===== src/rtl/tsu_pkg.sv =====
// Shared types and constants for the PTP timestamp write arbiter.
// Fixed-priority arbitration is selected by defining TSU_ARB_PRIO_EN.
package tsu_pkg;

    localparam int TSU_REC_W  = 128;
    localparam int SRC_ID_LSB = 120;
    localparam int TS_LSB     = 32;
    localparam int INFO_LSB   = 0;
    localparam int OVF_CNT_W  = 16;

    typedef enum logic [1:0] {
        IDLE   = 2'd0,
        WRITE  = 2'd1,
        SETTLE = 2'd2
    } tsu_state_e;

    // Source id goes in the top byte, the next byte is forced to zero.
    function automatic logic [TSU_REC_W-1:0] tsu_tag(input logic [7:0]           id,
                                                     input logic [TSU_REC_W-1:0] rec);
        return {id, 8'h00, rec[SRC_ID_LSB-9:INFO_LSB]};
    endfunction

endpackage


===== src/rtl/tsu_hold_fifo.sv =====
// Two-entry record buffer in front of the arbiter; flags a drop when a push
// arrives while full and nothing is popped in the same cycle.
module tsu_hold_fifo
    import tsu_pkg::*;
(
    input  logic                 gmii_clk,
    input  logic                 rst,
    input  logic                 push,
    input  logic                 pop,
    input  logic [TSU_REC_W-1:0] din,
    output logic [TSU_REC_W-1:0] dout,
    output logic                 full,
    output logic                 empty,
    output logic                 drop
);

    logic [TSU_REC_W-1:0] mem_q [2];
    logic                 wr_ptr_q;
    logic                 rd_ptr_q;
    logic [1:0]           count_q;
    logic                 push_ok;

    assign full    = (count_q == 2'd2);
    assign empty   = (count_q == 2'd0);
    assign push_ok = push && (!full || pop);
    assign drop    = push && full && !pop;
    assign dout    = mem_q[rd_ptr_q];

    always_ff @(posedge gmii_clk) begin
        if (push_ok) begin
            mem_q[wr_ptr_q] <= din;
        end
    end

    always_ff @(posedge gmii_clk or posedge rst) begin
        if (rst) begin
            wr_ptr_q <= 1'b0;
            rd_ptr_q <= 1'b0;
            count_q  <= 2'd0;
        end else begin
            if (push_ok) begin
                wr_ptr_q <= ~wr_ptr_q;
            end
            if (pop) begin
                rd_ptr_q <= ~rd_ptr_q;
            end
            case ({push_ok, pop})
                2'b10:   count_q <= count_q + 2'd1;
                2'b01:   count_q <= count_q - 2'd1;
                default: count_q <= count_q;
            endcase
        end
    end

endmodule


===== src/rtl/tsu_wr_arbiter.sv =====
// Shares the timestamp dcfifo write port among NUM_REQ sources, pacing writes
// against q_wrusedw. Define TSU_ARB_PRIO_EN for fixed priority instead of round-robin.
module tsu_wr_arbiter
    import tsu_pkg::*;
#(
    parameter int NUM_REQ     = 2,
    parameter int USEDW_W     = 4,
    parameter int FULL_THRESH = 15
) (
    input  logic                           gmii_clk,
    input  logic                           rst,
    input  logic [NUM_REQ-1:0]             req_valid,
    input  logic [TSU_REC_W*NUM_REQ-1:0]   req_data,
    input  logic [USEDW_W-1:0]             q_wrusedw,
    output logic                           q_wr_en,
    output logic [TSU_REC_W-1:0]           q_wr_data,
    output logic [1:0]                     grant_id,
    input  logic                           ovf_clr,
    output logic [OVF_CNT_W*NUM_REQ-1:0]   ovf_cnt,
    output logic                           busy
);

    tsu_state_e           state_q;
    logic                 q_wr_en_q;
    logic [TSU_REC_W-1:0] q_wr_data_q;
    logic [1:0]           grant_id_q;
    logic [1:0]           rr_q;
    logic [1:0]           rr_d;

    logic [NUM_REQ-1:0]   fifo_full;
    logic [NUM_REQ-1:0]   fifo_empty;
    logic [NUM_REQ-1:0]   fifo_drop;
    logic [NUM_REQ-1:0]   fifo_pop;
    logic [TSU_REC_W-1:0] fifo_head [NUM_REQ];

    logic                 sel_valid;
    logic [1:0]           sel_id;
    logic [2:0]           scan_idx;
    logic [TSU_REC_W-1:0] sel_data;
    logic                 below_thresh;
    logic                 grant_go;
    logic                 unused_bits;

    generate
        for (genvar gi = 0; gi < NUM_REQ; gi++) begin : g_src
            logic [OVF_CNT_W-1:0] cnt_q;

            tsu_hold_fifo u_fifo (
                .gmii_clk (gmii_clk),
                .rst      (rst),
                .push     (req_valid[gi]),
                .pop      (fifo_pop[gi]),
                .din      (req_data[TSU_REC_W*gi +: TSU_REC_W]),
                .dout     (fifo_head[gi]),
                .full     (fifo_full[gi]),
                .empty    (fifo_empty[gi]),
                .drop     (fifo_drop[gi])
            );

            assign fifo_pop[gi] = grant_go && (sel_id == 2'(gi));

            // A clear that lands on a drop still counts that drop.
            always_ff @(posedge gmii_clk or posedge rst) begin
                if (rst) begin
                    cnt_q <= '0;
                end else if (ovf_clr) begin
                    cnt_q <= fifo_drop[gi] ? OVF_CNT_W'(1) : '0;
                end else if (fifo_drop[gi] && (cnt_q != '1)) begin
                    cnt_q <= cnt_q + OVF_CNT_W'(1);
                end
            end

            assign ovf_cnt[OVF_CNT_W*gi +: OVF_CNT_W] = cnt_q;
        end
    endgenerate

    always_comb begin
        sel_valid = 1'b0;
        sel_id    = '0;
        scan_idx  = '0;
`ifdef TSU_ARB_PRIO_EN
        for (int k = NUM_REQ - 1; k >= 0; k--) begin
            if (!fifo_empty[k]) begin
                sel_valid = 1'b1;
                sel_id    = 2'(k);
            end
        end
`else
        // Scan downward from the farthest offset so the nearest hit to rr_q wins.
        for (int k = NUM_REQ - 1; k >= 0; k--) begin
            scan_idx = 3'(rr_q) + 3'(k);
            if (scan_idx >= 3'(NUM_REQ)) begin
                scan_idx = scan_idx - 3'(NUM_REQ);
            end
            for (int j = 0; j < NUM_REQ; j++) begin
                if ((scan_idx == 3'(j)) && !fifo_empty[j]) begin
                    sel_valid = 1'b1;
                    sel_id    = 2'(j);
                end
            end
        end
`endif
    end

    always_comb begin
        sel_data = '0;
        for (int k = 0; k < NUM_REQ; k++) begin
            if (sel_id == 2'(k)) begin
                sel_data = fifo_head[k];
            end
        end
    end

    assign unused_bits  = ^sel_data[TSU_REC_W-1:SRC_ID_LSB-8] ^ fifo_full[0] ^ (^rr_q);
    assign below_thresh = (32'(q_wrusedw) < 32'(FULL_THRESH));
    assign grant_go     = (state_q == IDLE) && sel_valid && below_thresh;
    assign rr_d         = (grant_id_q == 2'(NUM_REQ - 1)) ? 2'd0 : grant_id_q + 2'd1;

    always_ff @(posedge gmii_clk or posedge rst) begin
        if (rst) begin
            state_q     <= IDLE;
            q_wr_en_q   <= 1'b0;
            q_wr_data_q <= '0;
            grant_id_q  <= '0;
            rr_q        <= '0;
        end else begin
            case (state_q)
                IDLE: begin
                    q_wr_en_q <= 1'b0;
                    if (grant_go) begin
                        state_q     <= WRITE;
                        q_wr_en_q   <= 1'b1;
                        q_wr_data_q <= tsu_tag({6'd0, sel_id}, sel_data);
                        grant_id_q  <= sel_id;
                    end
                end
                WRITE: begin
                    q_wr_en_q <= 1'b0;
                    rr_q      <= rr_d;
                    state_q   <= SETTLE;
                end
                // Gap cycle lets q_wrusedw catch up with the write just issued.
                SETTLE: begin
                    q_wr_en_q <= 1'b0;
                    state_q   <= IDLE;
                end
                default: begin
                    q_wr_en_q <= 1'b0;
                    state_q   <= IDLE;
                end
            endcase
        end
    end

    assign q_wr_en   = q_wr_en_q;
    assign q_wr_data = q_wr_data_q;
    assign grant_id  = grant_id_q;
    assign busy      = (~&fifo_empty) | (state_q != IDLE);

endmodule

===== config.mk =====
export PLATFORM = sky130hd
export DESIGN_NAME = tsu_wr_arbiter
export DESIGN_NICKNAME = d
export VERILOG_FILES = /design/src/rtl/tsu_pkg.sv /design/src/rtl/tsu_hold_fifo.sv /design/src/rtl/tsu_wr_arbiter.sv
export SDC_FILE = /design/constraint.sdc
export NUM_CORES = 1
export LEC_CHECK = 0
export ABC_AREA = 1
export CAP_MARGIN = 20
export CORE_MARGIN = 2
export CORE_UTILIZATION = 30
export CTS_CLUSTER_DIAMETER = 40
export DETAILED_ROUTE_END_ITERATION = 6
export HOLD_SLACK_MARGIN = 0.06
export PLACE_DENSITY_LB_ADDON = 0.1
export SYNTH_ARGS = -nofsm -noshare
export SYNTH_HDL_FRONTEND = slang
export SYNTH_HIERARCHICAL = 1
export SYNTH_SLANG_ARGS = --single-unit

===== constraint.sdc =====
create_clock -name gmii_clk -period 9.1 [get_ports gmii_clk]
set_input_delay 0.91 -clock gmii_clk [delete_from_list [all_inputs] [get_ports gmii_clk]]
set_output_delay 0.91 -clock gmii_clk [all_outputs]
set_load 0.05 [all_outputs]

==> results of run 1 <==
-- sequential cells by signal, indices dropped and copies added (netlist names) --
name	count
g_src.cnt_q	32
g_src.u_fifo/count_q	4
g_src.u_fifo/mem_q	448
g_src.u_fifo/rd_ptr_q	2
g_src.u_fifo/wr_ptr_q	2
q_wr_data	113
q_wr_en	1
rr_q	1
state_q	2
-- critical path: stages --
cell	delay (ns)
sky130_fd_sc_hd__clkdlybuf4s50_1	0.40
sky130_fd_sc_hd__nand4_1	0.21
sky130_fd_sc_hd__nand3_4	0.11
sky130_fd_sc_hd__buf_4	0.41
sky130_fd_sc_hd__nor2_4	0.19
sky130_fd_sc_hd__inv_1	0.10
sky130_fd_sc_hd__nand3_1	0.12
sky130_fd_sc_hd__nand3_1	0.14
sky130_fd_sc_hd__inv_4	0.68
sky130_fd_sc_hd__buf_4	0.82
-- stage by stage --
| stage | cell area (um2) | util | std cells |
|---|---|---|---|
| 2_1_floorplan | 24200 | - | 1755 |
| 3_5_place_dp | 28800 | 0.363 | 3116 |
| 3_3_place_gp | 28800 | 0.363 | 3116 |
| 5_1_grt | 32800 | 0.414 | 3333 |
| 6_report | 32800 | 0.414 | 3333 |
| 4_1_cts | 32700 | 0.413 | 3329 |
-- cells in the final DEF (no fill, tap or decap), drive strengths merged, types with 15 or more instances in the layout --
cell           count
clkinvlp          16
bufinv            16
conb              16
nor2              59
nand3            175
dfrtp            157
o21ai             15
nand2            475
inv               65
clkdlybuf4s50    380
mux2             224
edfxtp           448
clkinv            41
buf               20
clkbuf           133
-- worst max path at each step --
stage	startpoint	end
after detailed placement	q_wrusedw[0]	g_src[0].u_fifo/mem_q[1][93]$_DFFE_PP_
after CTS	q_wrusedw[0]	g_src[0].u_fifo/mem_q[1][18]$_DFFE_PP_
after global routing	q_wrusedw[0]	g_src[1].u_fifo/mem_q[0][26]$_DFFE_PP_
after global placement	q_wrusedw[0]	g_src[0].u_fifo/mem_q[1][99]$_DFFE_PP_
after floorplan	q_wrusedw[0]	g_src[0].u_fifo/mem_q[1][0]$_DFFE_PP_
final	q_wrusedw[0]	g_src[1].u_fifo/mem_q[0][26]$_DFFE_PP_
-- layout make-up --
type	count	area [um2]
Tap cell	1050	1310
Sequential cell	605	17400
Antenna cell	3	7.51
Timing Repair Buffer	400	3990
Inverter	58	228
Fill cell	7424	46500
Multi-Input combinational cell	1004	5900
Clock inverter	80	987
Clock buffer	133	2970
-- power breakdown --
group | switching (mW) | internal [mW]
combinational | 2.62 | 1.36
clock | 1.47 | 2.80
sequential | 0.313 | 3.85
-- per-layer routing --
layer / GRT usage / up-vias
met2: 0.281 / 361
met3: 0.0515 / 119
met1: 0.189 / 7442
met5: 0 / -
met4: 0.0482 / 28
li1: - / 7021
==> impl_metrics.toml, run 1 <==
[floorplanning]
vertical_die_dimension_um = 288
design.die.area_mm2 = 0.0827
io_pins = 429
floorplan.initialDensity = 0.304
die_width_um = 288
core.rowCount = 103
core_region_area_mm2 = 0.0793

[setup_path]
critical_path_peak_fanout = 61
critical_path.reg2reg.endpoint = "g_src[0].u_fifo/mem_q[1][83]$_DFFE_PP_"
critPathCaptureType = "flip-flop"
r2r.worst_path.cells = 8
cp-start-kind = "primary input"
regToRegSetupSlack_ns = 5.41
worst-setup-path-type = "in -> reg"
required_ns = 9.36
worstReg2RegStart = "g_src[0].u_fifo/count_q[0]$_DFFE_PP0P_"
timing.critical_path.arrival_ns = 4.19

[sta]
timing.final.crit_share = 0.432
report.final.setup_viol = 0
skew_ns = 0.0210
fin_tns_setup_ns = 0
clock.fmax_ghz = 0.254
tightest_slew_ns = 1.02
slew_violations = 0
finalWorstPathRequiredPeriod_ns = 3.93
setup_repair_after_global_routing_missed_its_margin = "false"
slew_headroom = 0.323
postLayoutSetupSlackWorst_ns = 5.17
holdWs_ns = 0.450
hold_violations = 0

[hold_path]
hold_path_class = "reg -> reg"
hold-path-cell-count = 1
min_to = "state_q[1]$_DFFE_PP0P_"
min-delay-start = "state_q[1]$_DFFE_PP0P_"

[clock_tree]
clkLatencyLatePin_ns = 0.65
postCtsResizedCells = 0
cts.hold.buffers_added = 0
htree_num_levels = 3
cts_setup_buffers = 0
tritoncts = "yes"
cts.path.max_buffers = 3
cts.reportedPaths.clkPinSlew_ns = 0.05
clkSinkCount = 605
cts_root_buf = "sky130_fd_sc_hd__clkbuf_16"
cts-buffers-inserted = 112

[drt]
antenna_left = 0
detail_route.wirelength.met1_mm = 27.1
drt_first_iter_violations = 623
routed_wirelength_mm = 67.2
avgViaCountPerCell = 4.49
dr_wl_met3_mm = 4.58
num_vias = 15000
drt_drc_violations_left = 0
post_drt_wl_per_cell_um = 20.1
top_signal_layer_used = "met5"
first_pass_iters = 5
detailroute.wirelength.met2_mm = 34.0

[global_route]
grt_first_pass_wirelength_mm = 99.9
grt_max_degree = 90
track_usage = 0.161
first_global_vias = 16000
grt-ovfl-total = 0
antenna_violations_before_repair = 17

[pwr]
cellLeakagePower_nw = 12.3
p_total_mw = 12.4
power.density_cell_area_mw_per_mm2 = 379
ir_worst_vdd_v = 0.000200

[synthesis]
post_synth.cell_area_avg_um2 = 13.9
ys_warn_count = 6
syn_inst = 1740
post_synth_instance_area_mm2 = 0.0241

[final_layout]
drive_gt1_frac = 0.198
flow.area_growth_from_synthesis_pct = 35.9
final_nets = 2448

[status]
status = "complete, no violations"

[placed_design]
post-dp-hpwl_mm = 40.2
placement.setup.worst_slack_ns = 4.08
global_placement_routability_congestion = 0.782
placement.io_buffers = 380

[job]
timing.max_cap.violations = 0
Note: power is estimated with default switching activity, not from simulation.
==> run 2: changes to the inputs <==
- clock period: 9.1 -> 4.1 ns (I/O delays scaled with it)
==> impl_metrics.toml, run 2 (synthesized netlist as in run 1, its figures left out) <==
[status]
status = "complete, no violations"

[pwr]
net-switching-power_mw = 9.86
ir_worst_vdd_v = 0.000580
p_sw_frac = 0.351
p_comb_frac = 0.318
power.density_cell_area_mw_per_mm2 = 849
cellLeakagePower_nw = 12.4
p_total_mw = 28.1
pwr-share-clk = 0.350
seqPwrFrac = 0.332
cell_internal_power_mw = 18.2

[final_layout]
layout_commonest_cell = "sky130_fd_sc_hd__nand2_1"
largest_reg_flops = 448
top_library_cells_by_usage_in_the_layout_fill_and_taps_aside = "sky130_fd_sc_hd__nand2_1, sky130_fd_sc_hd__edfxtp_1, sky130_fd_sc_hd__clkdlybuf4s50_1, sky130_fd_sc_hd__mux2_2, sky130_fd_sc_hd__nand3_1"
flow.area_growth_from_synthesis_pct = 37.0
drive_gt1_frac = 0.201
final_nets = 2450
max_flop_register = "g_src.u_fifo/mem_q"

[drt]
drt_drc_violations_left = 0
drt_first_iter_violations = 614
first_pass_iters = 5
routed_wirelength_mm = 68.3
num_vias = 15000
post_drt_wl_per_cell_um = 20.5
avgViaCountPerCell = 4.50
antenna_left = 0

[clock_tree]
tritoncts = "yes"
cts-buffers-inserted = 109
cts.path.max_buffers = 3
htree_num_levels = 3
clkLatencyLatePin_ns = 0.65
clkSinkCount = 605
cts_root_buf = "sky130_fd_sc_hd__clkbuf_16"
cts.reportedPaths.clkPinSlew_ns = 0.05

[sta]
finalWorstPathRequiredPeriod_ns = 2.88
hold_violations = 0
slew_headroom = 0.333
timing.final.crit_share = 0.702
tightest_slew_ns = 1.00
report.final.setup_viol = 0
fin_tns_setup_ns = 0
skew_ns = 0.0341
clock.fmax_ghz = 0.347
slew_violations = 0
setup_repair_after_global_routing_missed_its_margin = "false"

[setup_path]
required_ns = 4.67
critical_path_peak_fanout = 54
cp-start-kind = "flip-flop"
timing.critical_path.arrival_ns = 3.45
critPathCaptureType = "flip-flop"
worst-setup-path-type = "reg -> reg"

[global_route]
antenna_violations_before_repair = 17
grt_first_pass_wirelength_mm = 102
grt_max_degree = 115
first_global_vias = 16100
track_usage = 0.165
grt-ovfl-total = 0

[placed_design]
post-dp-hpwl_mm = 40.7
placement.io_buffers = 380
global_placement_routability_congestion = 0.801

[job]
timing.max_cap.violations = 0

[floorplanning]
floorplan.initialDensity = 0.304
io_pins = 429
die_width_um = 288
design.die.area_mm2 = 0.0827
core.rowCount = 103
vertical_die_dimension_um = 288
core_region_area_mm2 = 0.0793

[hold_path]
hold_path_class = "in -> reg"
==> run 2: changes by cell type in the layout (fill, tap and decap cells not counted), sizes merged <==
cell / previous run / this run
clkbuf: 133 / 122
bufinv: 16 / 24
inv: 65 / 64
clkinv: 41 / 40
dlygate4sd3: 0 / 1
buf: 20 / 24
clkinvlp: 16 / 15
diode: 3 / 2
==> run 2: critical path, stage by stage, from the launching register on <==
cell and delay (ns):
sky130_fd_sc_hd__dfrtp_1 0.42, sky130_fd_sc_hd__nor2_1 0.24, sky130_fd_sc_hd__nand2_1 0.13, sky130_fd_sc_hd__nand3_4 0.29, sky130_fd_sc_hd__buf_4 0.66, sky130_fd_sc_hd__buf_4 0.77
sky130_fd_sc_hd__nand2_1 0.14, sky130_fd_sc_hd__nand3_1 0.12
==> run 2: power groups by stage <==
stage          registers (mW)  logic (mW)  clock network [mW]
2_1_floorplan            11.1        4.37                   0
3_3_place_gp             9.41        9.09                   0
6_report                 9.32        8.93                9.82
5_1_grt                  9.51        9.69                10.3
4_1_cts                  9.36        9.20                10.0
3_5_place_dp             9.45        9.17                   0
==> run 2: area by class of cell <==
class | instances | area [um2]
flip-flops and latches | 605 | 17400
repair buffers | 405 | 4130
fillers | 7431 | 46200
multi-input cells | 1004 | 5900
well taps | 1050 | 1310
clock buffers | 122 | 2860
diodes | 2 | 5.00
clock inverters | 85 | 1230
inverters | 58 | 229
==> run 2: through the flow <==
stage | setup WS, ns | hold WS, ns | instance area (um2) | utilization | cells
2_1_floorplan | 0.00514 | 0.176 | 24200 | - | 1755
3_3_place_gp | 0.734 | 0.436 | 29000 | 0.365 | 3121
3_5_place_dp | 0.729 | 0.450 | 29000 | 0.365 | 3121
4_1_cts | 1.12 | 0.275 | 33000 | 0.417 | 3329
5_1_grt | 0.910 | 0.290 | 33000 | 0.417 | 3329
6_report | 1.22 | 0.324 | 33100 | 0.417 | 3331
==> run 2: final timing paths <==
check,startpoint,endpoint,slack (ns),cells past startpoint
max,g_src[1].u_fifo/count_q[0]$_DFFE_PP0P_,q_wr_data[34]$_DFFE_PP0P_,1.22,7
min,req_data[22],g_src[0].u_fifo/mem_q[1][22]$_DFFE_PP_,0.32,1
max reg2reg,g_src[1].u_fifo/count_q[0]$_DFFE_PP0P_,q_wr_data[34]$_DFFE_PP0P_,1.22,7
min reg2reg,state_q[1]$_DFFE_PP0P_,state_q[1]$_DFFE_PP0P_,0.46,1
max in group asynchronous,rst,q_wr_data[56]$_DFFE_PP0P_,2.23,4
min in group asynchronous,rst,state_q[0]$_DFFE_PP0P_,0.68,3
==> run 2: routing by layer <==
| metal | global-route usage | vias to the layer above | part of all wire |
|---|---|---|---|
| met2 | 0.292 | 375 | 0.51 |
| met1 | 0.194 | 7436 | 0.40 |
| met3 | 0.0483 | 128 | 0.064 |
| li1 | - | 7020 | - |
| met4 | 0.0470 | 30 | 0.022 |
| met5 | 0 | - | 0.0029 |
==> run 2: what timing repair did <==
| item | in CTS | in global routing |
|---|---|---|
| gates resized for setup | 0 | 0 |
| setup buffers | 0 | 0 |
| hold endpoints to repair | 1 | 0 |
| hold buffers | 1 | 0 |
==> run 3: changes to the inputs <==
- clock period: 4.1 -> 2.9 ns (I/O delays scaled with it)
==> impl_metrics.toml, run 3 (synthesized netlist as in run 1, its figures left out) <==
[sta]
skew_ns = 0.0316
slew_headroom = 0.499
fin_tns_setup_ns = 0
setup_repair_after_global_routing_missed_its_margin = "false"
tightest_slew_ns = 0.752
report.final.setup_viol = 0
finalWorstPathRequiredPeriod_ns = 2.43
clock.fmax_ghz = 0.411
timing.final.crit_share = 0.839
hold_violations = 0
slew_violations = 0

[setup_path]
critical_path_peak_fanout = 2
critPathCaptureType = "output port"
worst-setup-path-type = "reg -> out"
critical-path-top-delay-family = "buffers and inverters"
timing.critical_path.cells = "nor2_1 > nand3_1 > clkdlybuf4s50_1"
worst_path_max_delay_cell = "sky130_fd_sc_hd__clkdlybuf4s50_1"
required_ns = 2.61
cp-start-kind = "flip-flop"
maximum_cell_stage_delay_along_the_critical_path_ns = 0.78
cp_num_buf_inv = 1
timing.critical_path.arrival_ns = 2.14

[final_layout]
final_cells = 3349
final_core_util = 0.419
layout_commonest_cell = "sky130_fd_sc_hd__nand2_1"
final_nets = 2465
max_flop_register = "g_src.u_fifo/mem_q"
flow.area_growth_from_synthesis_pct = 37.6
final_design_area_no_fill_mm2 = 0.0332
top_library_cells_by_usage_in_the_layout_fill_and_taps_aside = "sky130_fd_sc_hd__nand2_1, sky130_fd_sc_hd__edfxtp_1, sky130_fd_sc_hd__clkdlybuf4s50_1, sky130_fd_sc_hd__mux2_2, sky130_fd_sc_hd__nand3_1"
largest_reg_flops = 448
drive_gt1_frac = 0.210

[placed_design]
placement.io_buffers = 380
post-dp-hpwl_mm = 40.8
place_inst = 3136
global_placement_routability_congestion = 0.804
dpl-instance-area_mm2 = 0.0293

[global_route]
grt_max_degree = 115
grt-ovfl-total = 0
use_met2 = 0.275
grt_first_pass_wirelength_mm = 100
track_usage = 0.162
first_global_vias = 16000
groute.layer.met1.usage = 0.195
grt_most_used_layer = "met2"
antenna_violations_before_repair = 18
grtUsageMet3 = 0.0518

[clock_tree]
tritoncts = "yes"
postCtsResizedCells = 0
cts.path.max_buffers = 3
cts-buffers-inserted = 109
cts_setup_buffers = 0
clkLatencyLatePin_ns = 0.66
htree_num_levels = 3
cts_root_buf = "sky130_fd_sc_hd__clkbuf_16"
clkSinkCount = 605
cts.reportedPaths.clkPinSlew_ns = 0.05

[drt]
num_vias = 15000
drt_drc_violations_left = 0
drt_first_iter_violations = 630
antenna_left = 0
first_pass_iters = 4
routed_wirelength_mm = 67.2
post_drt_wl_per_cell_um = 20.1
avgViaCountPerCell = 4.48

[floorplanning]
core.rowCount = 103
core_region_area_mm2 = 0.0793
vertical_die_dimension_um = 288
die_width_um = 288
floorplan.initialDensity = 0.304
design.die.area_mm2 = 0.0827
io_pins = 429

[pwr]
cell_internal_power_mw = 25.4
power.density_cell_area_mw_per_mm2 = 1180
pwr-share-clk = 0.338
p_sw_frac = 0.355
ir_worst_vdd_v = 0.000906
net-switching-power_mw = 14.0
seqPwrFrac = 0.331
cellLeakagePower_nw = 12.5
p_comb_frac = 0.331

[job]
timing.max_cap.violations = 0

[hold_path]
hold_path_class = "in -> reg"

[status]
status = "complete, no violations"
run 3: cell types whose count changed in the layout (fill, tap and decap cells not counted), moves of 3 or more:
cell                        change
sky130_fd_sc_hd__bufinv_16      -8
sky130_fd_sc_hd__nand2_1        -3
sky130_fd_sc_hd__nand2_2        +3
sky130_fd_sc_hd__clkinv_2       -7
sky130_fd_sc_hd__clkbuf_1       +4
sky130_fd_sc_hd__inv_6         +11
sky130_fd_sc_hd__nand3_1        -4
sky130_fd_sc_hd__buf_12        +13
sky130_fd_sc_hd__nand3_2        +4
run 3: path summary, 6_finish.rpt:
| check | from | endpoint | slack [ns] | depth (start not counted) |
|---|---|---|---|---|
| worst max-delay path | state_q[1]$_DFFE_PP0P_ | busy | 0.47 | 3 |
| worst min-delay path | req_data[165] | g_src[1].u_fifo/mem_q[1][37]$_DFFE_PP_ | 0.21 | 1 |
| worst max register to register | g_src[1].u_fifo/count_q[0]$_DFFE_PP0P_ | g_src[1].cnt_q[9]$_DFFE_PP0P_ | 0.61 | 11 |
| worst min register to register | state_q[1]$_DFFE_PP0P_ | state_q[1]$_DFFE_PP0P_ | 0.45 | 1 |
| max in group asynchronous | rst | q_wr_data[111]$_DFFE_PP0P_ | 1.31 | 4 |
| min in group asynchronous | rst | g_src[1].u_fifo/count_q[1]$_DFFE_PP0P_ | 0.59 | 3 |
run 3: power by group through the flow:
stage | clock network (mW) | registers, mW | logic (mW)
floorplan | 0 | 15.7 | 6.27
global placement | 0 | 13.1 | 13.3
detailed placement | 0 | 13.2 | 13.3
CTS | 13.6 | 13.1 | 13.4
global route | 14.0 | 13.3 | 14.1
finish | 13.3 | 13.0 | 13.0
run 3: routing by layer:
| metal | routed length, um | share of wire |
|---|---|---|
| met1 | 27800 | 0.41 |
| met2 | 33100 | 0.49 |
| met3 | 4380 | 0.065 |
| met4 | 1680 | 0.025 |
| met5 | 197 | 0.0029 |
run 3: area by class of cell:
type	count	area, um2
antenna	4	10.0
clock inverter	81	1010
timing repair buffer	420	4410
fill	7332	46100
clock buffer	127	2900
inverter	58	234
multi-input combinational	1004	5930
tap	1050	1310
sequential	605	17400
run 3: stage by stage:
stage / hold WS [ns] / power, mW / setup WS [ns]
after floorplan: 0.0561 / 21.9 / -0.430
after global placement: 0.442 / 26.4 / 0.274
after detailed placement: 0.445 / 26.5 / 0.263
after CTS: 0.158 / 40.1 / 0.398
after global routing: 0.186 / 41.4 / 0.362
final: 0.207 / 39.3 / 0.467
run 3: repair_timing:
item                                   CTS  global route
hold buffers                             1             0
setup endpoints to repair                0             0
endpoints found under the hold margin    8             0
